## config.mk

```make
export PLATFORM = sky130hd
export DESIGN_NAME = gf_mul_serial
export DESIGN_NICKNAME = d
export VERILOG_FILES = /design/src/rtl/gf_pkg.sv /design/src/rtl/gf_xtime.sv /design/src/rtl/gf_mul_serial.sv
export SDC_FILE = /design/constraint.sdc
export NUM_CORES = 1
export LEC_CHECK = 0
export CELL_PAD_IN_SITES_DETAIL_PLACEMENT = 0
export CELL_PAD_IN_SITES_GLOBAL_PLACEMENT = 2
export CORE_MARGIN = 2
export CORE_UTILIZATION = 31
export DETAILED_ROUTE_END_ITERATION = 7
export HOLD_SLACK_MARGIN = 0.08
export PLACE_DENSITY = 0.78
export SLEW_MARGIN = 0
export SYNTH_ARGS = -nofsm -noshare
export SYNTH_HDL_FRONTEND = slang
export SYNTH_SLANG_ARGS = --single-unit
```

## constraint.sdc

```tcl
create_clock -name clk -period 2 [get_ports clk]
set_input_delay 0.4 -clock clk [delete_from_list [all_inputs] [get_ports clk]]
set_output_delay 0.4 -clock clk [all_outputs]
set_load 0.005 [all_outputs]
```

## src/rtl/gf_pkg.sv

```systemverilog
// rtl/gf_pkg.sv - shared GF(2^m) constants, FSM state type and digit-count helper
package gf_pkg;

    localparam int         GF8_M        = 8;
    localparam logic [7:0] GF8_AES_POLY = 8'h1B;

    typedef enum logic [1:0] {
        IDLE = 2'd0,
        BUSY = 2'd1,
        DONE = 2'd2
    } gf_state_e;

    function automatic int gf_digit_count(input int m, input int d);
        return m / d;
    endfunction

endpackage

```

## src/rtl/gf_xtime.sv

```systemverilog
// rtl/gf_xtime.sv - combinational multiply-by-x in GF(2^M) modulo x^M + POLY
module gf_xtime #(
    parameter int          M    = 8,
    parameter logic [M-1:0] POLY = 8'h1B
) (
    input  logic [M-1:0] v_i,
    output logic [M-1:0] v_o
);

    assign v_o = {v_i[M-2:0], 1'b0} ^ (POLY & {M{v_i[M-1]}});

endmodule

```

## src/rtl/gf_mul_serial.sv

```systemverilog
// rtl/gf_mul_serial.sv - digit-serial GF(2^M) multiplier, D bits of b per cycle; GF_MUL_SERIAL_ACC_EN adds acc_i
module gf_mul_serial
    import gf_pkg::*;
#(
    parameter int           M    = GF8_M,
    parameter logic [M-1:0] POLY = M'(GF8_AES_POLY),
    parameter int           D    = 1
) (
    input  logic         clk,
    input  logic         rst,
    input  logic         in_valid,
    output logic         in_ready,
    input  logic [M-1:0] a_i,
    input  logic [M-1:0] b_i,
`ifdef GF_MUL_SERIAL_ACC_EN
    input  logic         acc_i,
`endif
    output logic         out_valid,
    input  logic         out_ready,
    output logic [M-1:0] p_o
);

    localparam int             NDIG     = gf_digit_count(M, D);
    localparam int             CW       = (NDIG > 1) ? $clog2(NDIG) : 1;
    localparam logic [CW-1:0]  CNT_LAST = CW'(NDIG - 1);

    gf_state_e     state_q, state_d;
    logic [M-1:0]  a_q, a_d;
    logic [M-1:0]  b_q, b_d;
    logic [M-1:0]  acc_q, acc_d;
    logic [M-1:0]  p_q, p_d;
    logic [CW-1:0] cnt_q, cnt_d;
    logic [M-1:0]  acc_next;
    logic [M-1:0]  result;
    logic          accept;

    // One Horner step per stage, MSB of the current digit first.
    for (genvar k = 0; k < D; k++) begin : g_stage
        logic [M-1:0] stage_in;
        logic [M-1:0] stage_x;
        logic [M-1:0] stage_out;
        if (k == 0) begin : g_first
            assign stage_in = acc_q;
        end else begin : g_next
            assign stage_in = g_stage[k-1].stage_out;
        end
        gf_xtime #(.M(M), .POLY(POLY)) u_xtime (
            .v_i (stage_in),
            .v_o (stage_x)
        );
        assign stage_out = stage_x ^ (a_q & {M{b_q[M-1-k]}});
    end

    assign acc_next = g_stage[D-1].stage_out;

`ifdef GF_MUL_SERIAL_ACC_EN
    logic acc_en_q, acc_en_d;
    assign result = acc_en_q ? (acc_next ^ p_q) : acc_next;
`else
    assign result = acc_next;
`endif

    assign in_ready  = (state_q == IDLE) || ((state_q == DONE) && out_ready);
    assign out_valid = (state_q == DONE);
    assign p_o       = p_q;
    assign accept    = in_valid && in_ready;

    always_comb begin
        state_d = state_q;
        a_d     = a_q;
        b_d     = b_q;
        acc_d   = acc_q;
        cnt_d   = cnt_q;
        p_d     = p_q;
`ifdef GF_MUL_SERIAL_ACC_EN
        acc_en_d = acc_en_q;
`endif
        case (state_q)
            BUSY: begin
                acc_d = acc_next;
                b_d   = b_q << D;
                if (cnt_q == '0) begin
                    p_d     = result;
                    state_d = DONE;
                end else begin
                    cnt_d = cnt_q - CW'(1);
                end
            end
            DONE: begin
                if (out_ready) begin
                    state_d = IDLE;
                end
            end
            default: ;
        endcase
        if (accept) begin
            a_d     = a_i;
            b_d     = b_i;
            acc_d   = '0;
            cnt_d   = CNT_LAST;
            state_d = BUSY;
`ifdef GF_MUL_SERIAL_ACC_EN
            acc_en_d = acc_i;
`endif
        end
    end

    always_ff @(posedge clk) begin
        if (rst) begin
            state_q <= IDLE;
            a_q     <= '0;
            b_q     <= '0;
            acc_q   <= '0;
            cnt_q   <= '0;
            p_q     <= '0;
`ifdef GF_MUL_SERIAL_ACC_EN
            acc_en_q <= 1'b0;
`endif
        end else begin
            state_q <= state_d;
            a_q     <= a_d;
            b_q     <= b_d;
            acc_q   <= acc_d;
            cnt_q   <= cnt_d;
            p_q     <= p_d;
`ifdef GF_MUL_SERIAL_ACC_EN
            acc_en_q <= acc_en_d;
`endif
        end
    end

endmodule

```

**After elaboration in Yosys (flattened, before gate mapping)**

Index checks and enable logic that the tools add are counted.

- Bits of input ports: 20
- Output and inout port bits: 10
- Register bits after elaboration: 37
- Logic and storage cells: 40

- Reduce and logical (&&, ||, !) cells: 13
- Mux-type cells: 9
- Equality and inequality tests: 7
- $add $sub $neg: 1
- Bitwise logic cells: 3

Operators by type and width:

| cell | count |
|---|---|
| $mux 8 | 2 |
| $mux 3 | 3 |
| $and 8x8->8 | 1 |
| $xor 8x5->8 | 1 |
| $xor 8x8->8 | 1 |
| $reduce_and 3->1 | 2 |
| $mux 2 | 2 |
| $ne 2x2->1 const B | 2 |
| $pmux 2 s2 | 1 |
| $reduce_and 2->1 | 2 |
| $reduce_bool 2->1 | 2 |
| $logic_not 3->1 | 1 |
| $ne 3x1->1 const B | 1 |
| $ne 3x3->1 const B | 1 |
| $reduce_bool 3->1 | 1 |
| $sub 3x1->3 const B | 1 |
| $eq 2x1->1 const B | 1 |
| $eq 2x2->1 const B | 1 |
| $logic_and 1x1->1 | 2 |
| $logic_not 2->1 | 1 |
| $ne 2x1->1 const B | 1 |
| $reduce_or 2->1 | 1 |
| $logic_or 1x1->1 | 1 |
| $mux 1 | 1 |

**Longest topological paths before layout**

Gate-level depths: netlist of the first run.

- Depth in word-level cells: 6
- Gate-level depth with buffers: 8

**Hierarchy**

From an unflattened synthesis of the first run, not the netlist that was laid out.

- Cells, all modules: 193
- Area total of the unflattened synthesis: 1813.0 µm²

By module, submodules not included:

| module | times used | area an instance (µm²) | cells an instance |
|---|---|---|---|
| gf_mul_serial | 1 | 1749.2 | 185 |
| gf_xtime | 1 | 63.8 | 8 |

**Worst setup path before layout of the first run**

No wires, ideal clock.

- Path type: reg-to-reg
- From: register state_q[0]
- To: register state_q[0]
- Required time: 1872 ps
- Period minus slack after synthesis: 1506 ps
- Setup slack: 494 ps
- Stages on the path, launching flop included: 8
- Buffers on the path: 1
- Arrival: 1378 ps
- Path through: dfxtp_1 > inv_1 > ha_1 > a21o_1 > and2_1 > buf_2 > a2bb2oi_1 > nor2_1

- Longest elaborated chain between the ends: 6
- Elaborated cells between the ends (all ways): 12
- Those cells by class: eq/ne: 4; mux: 2; reduce/logical: 6

Ends and longest elaborated chain:

| what | line | source |
|---|---|---|
| start, declared | gf_mul_serial.sv:27 | `gf_state_e state_q, state_d;` |
| start signal, assigned | gf_mul_serial.sv:120 | `state_q <= state_d;` |
| $eq 2x2->1 (*) | n/a |  |
| net out_valid | gf_mul_serial.sv:18 | `output logic out_valid,` |
| $logic_and 1x1->1 (*) | gf_mul_serial.sv:63 | `assign in_ready = (state_q == IDLE) \|\| ((state_q == DONE) && out_ready);` |
| $logic_or 1x1->1 (*) | gf_mul_serial.sv:63 |  |
| net in_ready | gf_mul_serial.sv:12 | `output logic in_ready,` |
| $logic_and 1x1->1 (*) | gf_mul_serial.sv:66 | `assign accept = in_valid && in_ready;` |
| $ne 3x3->1 (no source line), or another cell as far along | n/a |  |
| $reduce_and 3->1 (no source line) | n/a |  |

The timed path passes the listed nets; every way through them passes the cells marked *.
A chain may end at the register's enable or synchronous reset.

**Worst setup path after layout of the first run**

- From: input out_ready
- To: output in_ready

- Longest elaborated chain between the ends: 2

Ends and longest elaborated chain:

| what | line | source |
|---|---|---|
| start, declared | gf_mul_serial.sv:19 | `input logic out_ready,` |
| $logic_and 1x1->1 | gf_mul_serial.sv:63 |  |
| $logic_or 1x1->1 | gf_mul_serial.sv:63 |  |
| end, declared | gf_mul_serial.sv:12 |  |

No other way between the ends.

==> impl_results.md, run 1 <==
* Area grow syn2layout at 26.4%
* CP max FO at 3
* RSZ-0062 raised after global routing: no
* Min-delay worst type: register to register
* Library cells used by synthesis at 26
* Crit Path Category: primary input to output port
* Root Buffer: clkbuf_8
* DRC at 0
* Post-DR wirelength/cell at 12.8 µm
* Ant. Diodes at 0
* H-Tree Level Count at 2
* Most used cell, CP: clkdlybuf4s50_1
* FF-to-FF Start: state_q[0]
* Die area at 5980 µm²
* Crit-path slowest cell: clkdlybuf4s50_1
* CTS tree: yes
* Register area share after synthesis at 0.444
* Dpl ws at 0.0453 ns
* RR Endpoint: acc_q[2]
* Most frequent cells in the layout: 35 x dfxtp_1, 29 x clkdlybuf4s50_1, 28 x nand2_1
* Total GRT Usage at 0.129
* Routability cong. at 0.793
* Reg clk slew, reported paths at 0.08 ns
* Power density cells at 1080 nW/µm²
* Netlist Area Pre-Place at 1670 µm²
* Worst-margin pin slew at 0.382 ns
* Post-layout minimum cycle time at 1.95 ns
* Routed vias at 1,322
* Most common cell after layout, fill and taps aside: dfxtp_1
* Mean Syn Cell Area at 9.01 µm²
* Met1 Routed Length at 1550 µm
* Final slew viol count at 0
* Grt ovf at 0
* Pin count of the biggest net entering global routing at 28
* Number of port buffers at 29
* Hold Path Depth at 2
* Tcrit/Tclk final at 0.973
* Met2 wire length at 1870 µm
* Via/cell ratio at 4.65
* Worst-path cell chain: clkdlybuf4s50_1 -> a21o_1 -> clkdlybuf4s50_1
* Setup crit end kind: output port
* Clock sink count at 37
* Setup Buffers After CTS at 0
* CP Launch Type: primary input
* Outcome: finished clean
* Flops & latches, synth at 37
* Synth area leader: dfxtp_1
* Top Layer Used: met4
* Fmax at 0.514 GHz
* Placement Rows at 26
* Worst skew pair latency at 0.29 ns
* Final nets at 239
* Final Hold Fails at 0
* Syn Nets at 211
* Reg2Reg Setup Slack at 0.31 ns
* Share of the synthesized area in the top cell type at 0.444
* Remaining antenna violation count at 0
* Fraction of layout cells with a size suffix above 1 at 0.107
* Drt pass-1 iters at 4
* Min-Delay Startpoint: a_q[6]
* Die Wd at 77.3 µm
* Synth Instances at 185
* Met3 routed WL at 192 µm
* Iteration-0 DRC Markers at 64
* Endpoint, Worst Hold: a_q[6]
* YS warnings at 0
* # IOs at 30
* Sum of buffers and inverters on the critical path at 2
* Slowest Stage Delay on Critical Path at 0.51 ns
* Initial antenna violation count at 0
* Setup TNS at 0 ns
* Top post-synthesis cells by area: dfxtp_1 44%, mux2i_1 8.4%, a211oi_1 7.7%, nand2_1 6.3%, nor2_1 5.4%
* WL final at 3650 µm
* CP arrival at 1.55 ns
* Die Height at 77.3 µm
* Static Leakage at 0.000764 µW
* Worst-case clock buffer depth at 2
* Final setup violating endpoints at 0
* Critical path required time at 1.60 ns
* CTS buffer count at 5
* Cell family with most CP delay: buffers and inverters
* HPWL after detailed placement at 2670 µm
* First-pass GRT wire length at 5960 µm
* Final WS setup at 0.0533 ns
* Slew margin rel. at 0.745
* Peak VDD IR at 0.535 mV
* Clock skew at 0.0113 ns
* Initial Util at 0.324
* Core Box Area at 5140 µm²
* MaxCap Viol Count at 0
* Vias in the first global route at 1,280
* R2R depth at 7
==> registers in the layout, summed over array words and instances (netlist names) <==
signal,cells
b_q,8
acc_q,8
a_q,8
p_o,8
cnt_q,3
state_q,2
==> metal layers <==
| metal | up-vias | track usage |
|---|---|---|
| li1 | 670 | - |
| met1 | 615 | 0.153 |
| met2 | 33 | 0.211 |
| met3 | 4 | 0.0447 |
| met4 | 0 | 0.0500 |
| met5 | - | 0 |
==> tightest hold or removal path: cells and delay by family (launching register included) <==
family	cells	cell delay [ns]
flops	1	0.32
simple gates	1	0.05
compound gates	1	0.05
==> worst max-delay path by stage <==
| stage | from | to | slack, ns | depth (start not counted) |
|---|---|---|---|---|
| 6_report | out_ready | in_ready | 0.05 | 3 |
| 5_1_grt | out_ready | in_ready | 0.003 | 3 |
| 4_1_cts | state_q[0] | in_ready | 0.01 | 4 |
| 3_5_place_dp | out_ready | in_ready | 0.05 | 3 |
| 3_3_place_gp | out_ready | in_ready | 0.07 | 3 |
| 2_1_floorplan | state_q[0] | state_q[0] | 0.49 | 7 |
==> stage by stage <==
step | utilization | std cells | cell area (µm²) | total power, µW | hold WS (ns)
floorplan | - | 185 | 1670 | 1540 | 0.436
global placement | 0.390 | 276 | 2000 | 1750 | 0.451
detailed placement | 0.390 | 276 | 2000 | 1780 | 0.451
CTS | 0.409 | 284 | 2100 | 2300 | 0.462
global route | 0.410 | 284 | 2110 | 2440 | 0.476
finish | 0.410 | 284 | 2110 | 2280 | 0.463
==> synth_stat cells <==
| cell type | n |
|---|---|
| clkbuf_1 | 3 |
| buf_4 | 2 |
| mux2i_1 | 14 |
| nand2_1 | 28 |
| a211oi_1 | 17 |
| nor3_1 | 1 |
| inv_1 | 5 |
| nand3_1 | 2 |
| xor2_1 | 8 |
| buf_2 | 6 |
| dfxtp_1 | 37 |
| a21o_1 | 1 |
| nand2b_2 | 1 |
| xnor2_1 | 4 |
| nand2b_4 | 1 |
| buf_6 | 2 |
| or3b_1 | 1 |
| nor2_4 | 1 |
| and2_1 | 1 |
| o21ai_0 | 2 |
| ha_1 | 6 |
| a2bb2oi_1 | 1 |
| a21oi_1 | 15 |
| and2_4 | 1 |
| nand2_4 | 1 |
| nor2_1 | 24 |
==> cell families after synthesis <==
group                      Yosys count  share of synthesized area
adders and majority gates            6                     0.0450
buffers and inverters               18                     0.0586
xor gates and xnor gates            12                     0.0631
AOI/OAI and AO/OA                   36                      0.137
DFF                                 37                      0.444
muxes                               14                     0.0841
and+or+nand+nor                     62                      0.167
==> what timing repair did <==
action,CTS,global route
endpoints found under the setup margin,1,1
gates cloned,0,0
gates resized for setup,4,4
pin swaps,1,0
hold buffers,0,0
==> power breakdown <==
group,internal [µW],leakage (µW),switching [µW]
sequential,873,0.000304,93.2
combinational,391,0.000415,425
clock,242,0.0000450,260
total,1510,0.000764,778
==> layout make-up <==
type | instances | area [µm²]
fill | 570 | 3030
multi-input combinational | 130 | 843
sequential | 37 | 746
timing repair buffer | 34 | 328
tap | 70 | 87.6
clock buffer | 6 | 72.6
inverter | 5 | 18.8
clock inverter | 2 | 10.0
Note: power is estimated with default switching activity, not from simulation.
==> inputs of run 2 (changes only) <==
Settings changed: REMOVE_ABC_BUFFERS set to 1, SLEW_MARGIN 0 to unset.
==> run 2 against run 1 <==
Largest cell class unchanged. Highest routed layer unchanged. Critical path depth unchanged. First-iteration DRC count down 31%. Non-clock buffer count up 1. Wire length down 8.8%. Sequential cell count unchanged.
==> impl_results.md, run 2 (synthesis gave the netlist of run 1 again) <==
* Root Buffer: clkbuf_8
* DRC at 0 (unchanged)
* WL final at 3320 µm (-8.8%)
* Slew margin rel. at 0.748 (+0.00257)
* Hold Slack at 0.455 ns (-0.00754 ns)
* Drt pass-1 iters at 4 (unchanged)
* Outcome: finished clean
* Placement Rows at 26 (unchanged)
* Number of port buffers at 29 (unchanged)
* Area grow syn2layout at 26.4% (unchanged)
* Clock sink count at 37 (unchanged)
* Setup TNS at 0 ns (unchanged)
* Most common cell after layout, fill and taps aside: dfxtp_1
* Ant. Diodes at 0 (unchanged)
* Post-layout minimum cycle time at 1.95 ns (+0.00119 ns)
* MaxCap Viol Count at 0 (unchanged)
* RSZ-0062 raised after global routing: no
* Post-DR wirelength/cell at 11.7 µm (-9.1%)
* Grt ovf at 0 (unchanged)
* Footprint of the multi-input gates at 841 µm² (-0.30%)
* Reg clk slew, reported paths at 0.07 ns (about the same)
* Min-delay worst type: register to register
* First-pass GRT wire length at 5790 µm (-2.9%)
* Peak VDD IR at 0.415 mV (-22%)
* Initial antenna violation count at 0 (unchanged)
* Final Hold Fails at 0 (unchanged)
* Final slew viol count at 0 (unchanged)
* Fraction of layout cells with a size suffix above 1 at 0.0930 (-0.0145)
* Initial Util at 0.324 (unchanged)
* Reg area at 743 µm² (-0.34%)
* Most frequent cells in the layout: 35 x dfxtp_1, 29 x clkdlybuf4s50_1, 28 x nand2_1
* HPWL after detailed placement at 2510 µm (-5.7%)
* Routability cong. at 0.670 (-16%)
* Combinational power share at 0.354 (-0.003)
* CTS buffer count at 5 (unchanged)
* Total GRT Usage at 0.123 (-0.00510)
* Die Height at 77.3 µm (unchanged)
* Final nets at 240 (+0.42%)
* Critical path required time at 1.60 ns (about the same)
* CP max FO at 3 (unchanged)
* Die area at 5980 µm² (unchanged)
* Clock skew at 0.00313 ns (-0.00821 ns)
* Vias in the first global route at 1,246 (-2.7%)
* Static Leakage at 0.000764 µW (about the same)
* Crit Path Category: primary input to output port
* Fmax at 0.513 GHz (about the same)
* CP arrival at 1.55 ns (about the same)
* Tcrit/Tclk final at 0.974 (about the same)
* Core Box Area at 5140 µm² (unchanged)
* Clk pwr share at 0.219 (about the same)
* Setup crit end kind: output port
* # IOs at 30 (unchanged)
* Via/cell ratio at 4.45 (-4.4%)
* Worst-margin pin slew at 0.378 ns (-0.00386 ns)
* Power Internal at 1510 µW (+0.29%)
* Switching Fraction at 0.329 (-0.0117)
* Power density cells at 1070 nW/µm² (-1.5%)
* Worst-case clock buffer depth at 2 (unchanged)
* CTS tree: yes
* Die Wd at 77.3 µm (unchanged)
* Routed vias at 1,268 (-4.1%)
* Final setup violating endpoints at 0 (unchanged)
* CP Launch Type: primary input
* Remaining antenna violation count at 0 (unchanged)
* Sw power at 740 µW (-4.8%)
* Fillcell total at 558 (-2.1%)
* Part of the power in registers at 0.427 (+0.004)
* Iteration-0 DRC Markers at 44 (-31%)
* H-Tree Level Count at 2 (unchanged)
* Hold_buf cts at 0 (unchanged)
* Pin count of the biggest net entering global routing at 21 (-25%)
* Worst skew pair latency at 0.29 ns (about the same)
-- run 2: changes by cell type in the layout (fill, tap and decap cells not counted), sizes merged --
cell / change
clkbuf: +2
clkinv: -2
buf: +1
-- run 2: what timing repair did --
| item | CTS | global route |
|---|---|---|
| pin swaps | 1 | 0 |
| endpoints found under the setup margin | 1 | 1 |
| resized for setup | 2 | 3 |
| setup buffers | 0 | 0 |
-- run 2: path summary, 6_finish.rpt --
path	start	endpoint	slack (ns)	cells after the start
setup / recovery	out_ready	in_ready	0.05	3
hold / removal	a_q[7]	a_q[7]	0.46	2
setup reg to reg	state_q[1]	acc_q[7]	0.39	7
hold reg to reg	a_q[7]	a_q[7]	0.46	2
-- run 2: power by group through the flow --
stage | clock, µW | sequential (µW) | combinational [µW]
after floorplan | 0 | 953 | 530
after global placement | 0 | 965 | 775
after detailed placement | 0 | 972 | 792
after CTS | 519 | 959 | 807
after global routing | 547 | 979 | 893
final | 493 | 961 | 796
-- run 2: per-stage QoR --
step | instances | total power (µW) | util | setup WS (ns) | instance area [µm²]
after floorplan | 172 | 1480 | - | 0.0807 | 1590
after detailed placement | 277 | 1760 | 0.391 | 0.0554 | 2010
after CTS | 285 | 2290 | 0.409 | 0.00202 | 2100
after global routing | 285 | 2420 | 0.410 | 0.0108 | 2110
after global placement | 277 | 1740 | 0.391 | 0.0722 | 2010
final | 285 | 2250 | 0.410 | 0.0521 | 2110
-- run 2: layout make-up --
type	count	share of cell area
multi-input cells	130	0.399
inverters	5	0.00891
flip-flops and latches	37	0.353
clock buffers	8	0.0380
repair buffers	35	0.159
well taps	70	0.0416
-- run 2: per-layer routing --
layer  GRT usage  wire length [µm]  vias to the layer above
li1            -                 -                      674
met1       0.152              1550                      563
met2       0.197              1560                       25
met3      0.0318               137                        6
met4      0.0643                76                        0
met5           0                 0                        -
-- run 2: critical path, stage by stage --
cell and delay, ns:
clkdlybuf4s50_1 0.50, a21o_1 0.15, clkdlybuf4s50_1 0.50
==> inputs of run 3 (changes only) <==
Settings changed: ABC_CLOCK_PERIOD_IN_PS set to 2000, CORE_UTILIZATION 31 to 38, DONT_BUFFER_PORTS set to 1, PLACE_DENSITY 0.78 to 0.77, SYNTH_HIERARCHICAL set to 1.
==> run 3 against run 2 <==
Sequential cell count is the same. First-iteration DRC count grew 45%. Clock skew grew 0.0014 ns. Die area shrank 11%. Synthesized cell count grew 4.3%. Sequential share of layout area grew 4.4 points. Critical endpoint unchanged.
==> impl_results.md, run 3 <==
* Outcome: finished clean
* Sw power at 1070 µW (+44%)
* Vias in the first global route at 1,359 (+9.1%)
* Ant. Diodes at 0 (unchanged)
* Post-CTS resize count at 0 (-2)
* Die Wd at 73.1 µm (-5.5%)
* HPWL after detailed placement at 2630 µm (+4.8%)
* Total GRT Usage at 0.155 (+0.0313)
* Via/cell ratio at 5.44 (+22%)
* CTS tree: yes
* Initial antenna violation count at 0 (unchanged)
* # IOs at 30 (unchanged)
* Grt ovf at 0 (unchanged)
* YS warnings at 6 (+6)
* Fraction of layout cells with a size suffix above 1 at 0.146 (+0.0529)
* Top post-synthesis cells by area: dfxtp_1 41%, a2111oi_2 6.6%, a21oi_1 5.8%, xor2_1 5.3%, mux2i_1 5.0%
* Root Buffer: clkbuf_8
* Post-DR wirelength/cell at 15.4 µm (+32%)
* EDFF count, synth at 0 (unchanged)
* Hold_buf cts at 0 (unchanged)
* Critical path endpoint: in_ready
* Crit path from: state_q[0]
* Synth area leader: dfxtp_1
* RR Endpoint: b_q[2]
* Library cells used by synthesis at 34 (+31%)
* MaxCap Viol Count at 0 (unchanged)
* Post-layout util at 0.400 (-0.00969)
* Dpl ws at 0.393 ns (+0.338 ns)
* RSZ-0062 raised after global routing: no
* Drt pass-1 iters at 2 (-2)
* Min-delay worst type: primary input to register
* Clk pwr share at 0.187 (-0.032)
* Number of port buffers at 0 (-100%)
* Top cells by count, synth: 37 x dfxtp_1, 21 x a21oi_1, 17 x o21ai_0
* Netlist Area Pre-Place at 1810 µm² (+8.8%)
* Final slew viol count at 0 (unchanged)
* Power Internal at 1610 µW (+6.4%)
* Slew margin rel. at 0.709 (-0.0393)
* Pin count of the biggest net entering global routing at 32 (+52%)
* Fillcell total at 478 (-14%)
* Iteration-0 DRC Markers at 64 (+45%)
* Setup crit end kind: output port
* Area grow syn2layout at 2.83%
* Routability cong. at 0.796 (+19%)
* Final setup violating endpoints at 0 (unchanged)
* Part of the power in registers at 0.398 (-0.029)
* R2R depth at 6 (-1)
* Final Hold Fails at 0 (unchanged)
* Core Box Area at 4660 µm² (-9.3%)
* Mean Syn Cell Area at 9.39 µm² (+4.3%)
* Combinational power share at 0.416 (+0.062)
* Final nets at 210 (-13%)
* Most frequent cell after synthesis: dfxtp_1
* Die Height at 73.1 µm (-5.5%)
* DRC at 0 (unchanged)
* Worst skew pair latency at 0.29 ns (about the same)
* Clock skew at 0.00448 ns (+0.00136 ns)
* Post-layout minimum cycle time at 1.83 ns (-0.117 ns)
* Setup Buffers After CTS at 0 (unchanged)
* Tcrit/Tclk final at 0.915 (-0.0587)
* Most frequent cells in the layout: 37 x dfxtp_1, 21 x a21oi_1, 17 x o21ai_0
* Reg2Reg Setup Slack at 0.37 ns (-0.02 ns)
* Clock sink count at 37 (unchanged)
* Critical path required time at 1.60 ns (about the same)
* Fmax at 0.546 GHz (+6.4%)
* Peak VDD IR at 0.672 mV (+62%)
* Total power at 2680 µW (+19%)
* Worst-margin pin slew at 0.437 ns (+0.0589 ns)
* First-pass GRT wire length at 6350 µm (+9.7%)
* Switching Fraction at 0.400 (+0.0706)
* CTS buffer count at 5 (unchanged)
* Placement Rows at 25 (-3.8%)
* Share of the synthesized area in the top cell type at 0.409 (-0.0359)
* Register area share after synthesis at 0.409 (-0.0359)
* Die area at 5340 µm² (-11%)
* Main synth FF type: dfxtp_1
* CP max FO at 11 (+8)
* Setup TNS at 0 ns (unchanged)
* Post-synth ARST share at 0 (unchanged)
* Power density cells at 1440 nW/µm² (+34%)
* Remaining antenna violation count at 0 (unchanged)
* FF-to-FF Start: state_q[0]
* Crit Path Category: register to output port
* Synth Instances at 193 (+4.3%)
* Static Leakage at 0.000671 µW (-12%)
* Initial Util at 0.389 (+0.0647)
* Worst-case clock buffer depth at 2 (unchanged)
* Reg clk slew, reported paths at 0.07 ns (about the same)
* WL final at 3680 µm (+11%)
* Most common cell after layout, fill and taps aside: dfxtp_1
* Routed vias at 1,299 (+2.4%)
* CP Launch Type: register
* CP arrival at 1.43 ns (-0.12 ns)
* H-Tree Level Count at 2 (unchanged)
* Final WS setup at 0.170 ns (+0.117 ns)
* Flops & latches, synth at 37 (unchanged)
run 3: cell count changes in the layout (fill, tap and decap cells not counted), sizes merged, moves of 4 or more:
cell / delta
nor2: -15
nand2: -19
nand3: +7
xnor2: -4
clkdlybuf4s50: -29
a2111oi: +8
a211oi: -9
mux2i: -5
o21ai: +15
nor3: +6
a21oi: +7
run 3: worst min path at each step:
stage | from | end | slack, ns | depth (start not counted)
4_1_cts | rst | b_q[6] | 0.16 | 1
3_5_place_dp | a_q[7] | a_q[7] | 0.46 | 2
6_report | rst | b_q[6] | 0.17 | 1
5_1_grt | rst | b_q[6] | 0.15 | 1
3_3_place_gp | a_q[3] | a_q[3] | 0.46 | 2
2_1_floorplan | a_q[0] | a_q[0] | 0.45 | 2
run 3: cells by family (layout without fill, tap and decap cells):
group | Yosys count | after routing | synth area share
xor gates and xnor gates | 11 | 11 | 0.0531
AOI/OAI and AO/OA | 63 | 63 | 0.253
buffers and inverters | 27 | 19 | 0.0835
adders and majority gates | 6 | 6 | 0.0414
muxes | 9 | 9 | 0.0497
and+or+nand+nor | 40 | 40 | 0.110
DFF | 37 | 37 | 0.409
run 3: critical path: stages (launching register included):
cell and delay (ns):
dfxtp_1 0.38, inv_1 0.09, ha_1 0.30, a21oi_4 0.23
inv_2 0.14
run 3: power by group through the flow:
| stage | clock network (µW) | registers, µW | logic, µW |
|---|---|---|---|
| after floorplan | 0 | 1050 | 892 |
| after global placement | 0 | 1070 | 1080 |
| after detailed placement | 0 | 1080 | 1120 |
| after CTS | 518 | 1070 | 1130 |
| after global routing | 548 | 1100 | 1260 |
| final | 500 | 1060 | 1110 |
run 3: final cells by class:
| cell class | count | area [µm²] | area share |
|---|---|---|---|
| Multi-Input combinational cell | 129 | 921 | 0.494 |
| Clock buffer | 6 | 72.6 | 0.0389 |
| Inverter | 8 | 30.0 | 0.0161 |
| Clock inverter | 2 | 10.0 | 0.00537 |
| Timing Repair Buffer | 3 | 22.5 | 0.0121 |
| Tap cell | 54 | 67.6 | 0.0362 |
| Sequential cell | 37 | 741 | 0.397 |
run 3: routing by layer:
layer / routed length, µm / up-vias / track usage / share of wire
met5: 0 / - / 0 / 0
met4: 54 / 0 / 0.0679 / 0.015
met3: 187 / 6 / 0.0414 / 0.051
met2: 1700 / 31 / 0.243 / 0.46
met1: 1740 / 601 / 0.198 / 0.47
li1: - / 661 / - / -
run 3: stage by stage:
step	cells	hold slack (ns)	instance area (µm²)
floorplan	174	0.448	1690
global placement	231	0.463	1780
detailed placement	231	0.464	1780
CTS	239	0.157	1860
global route	239	0.155	1860
finish	239	0.171	1860
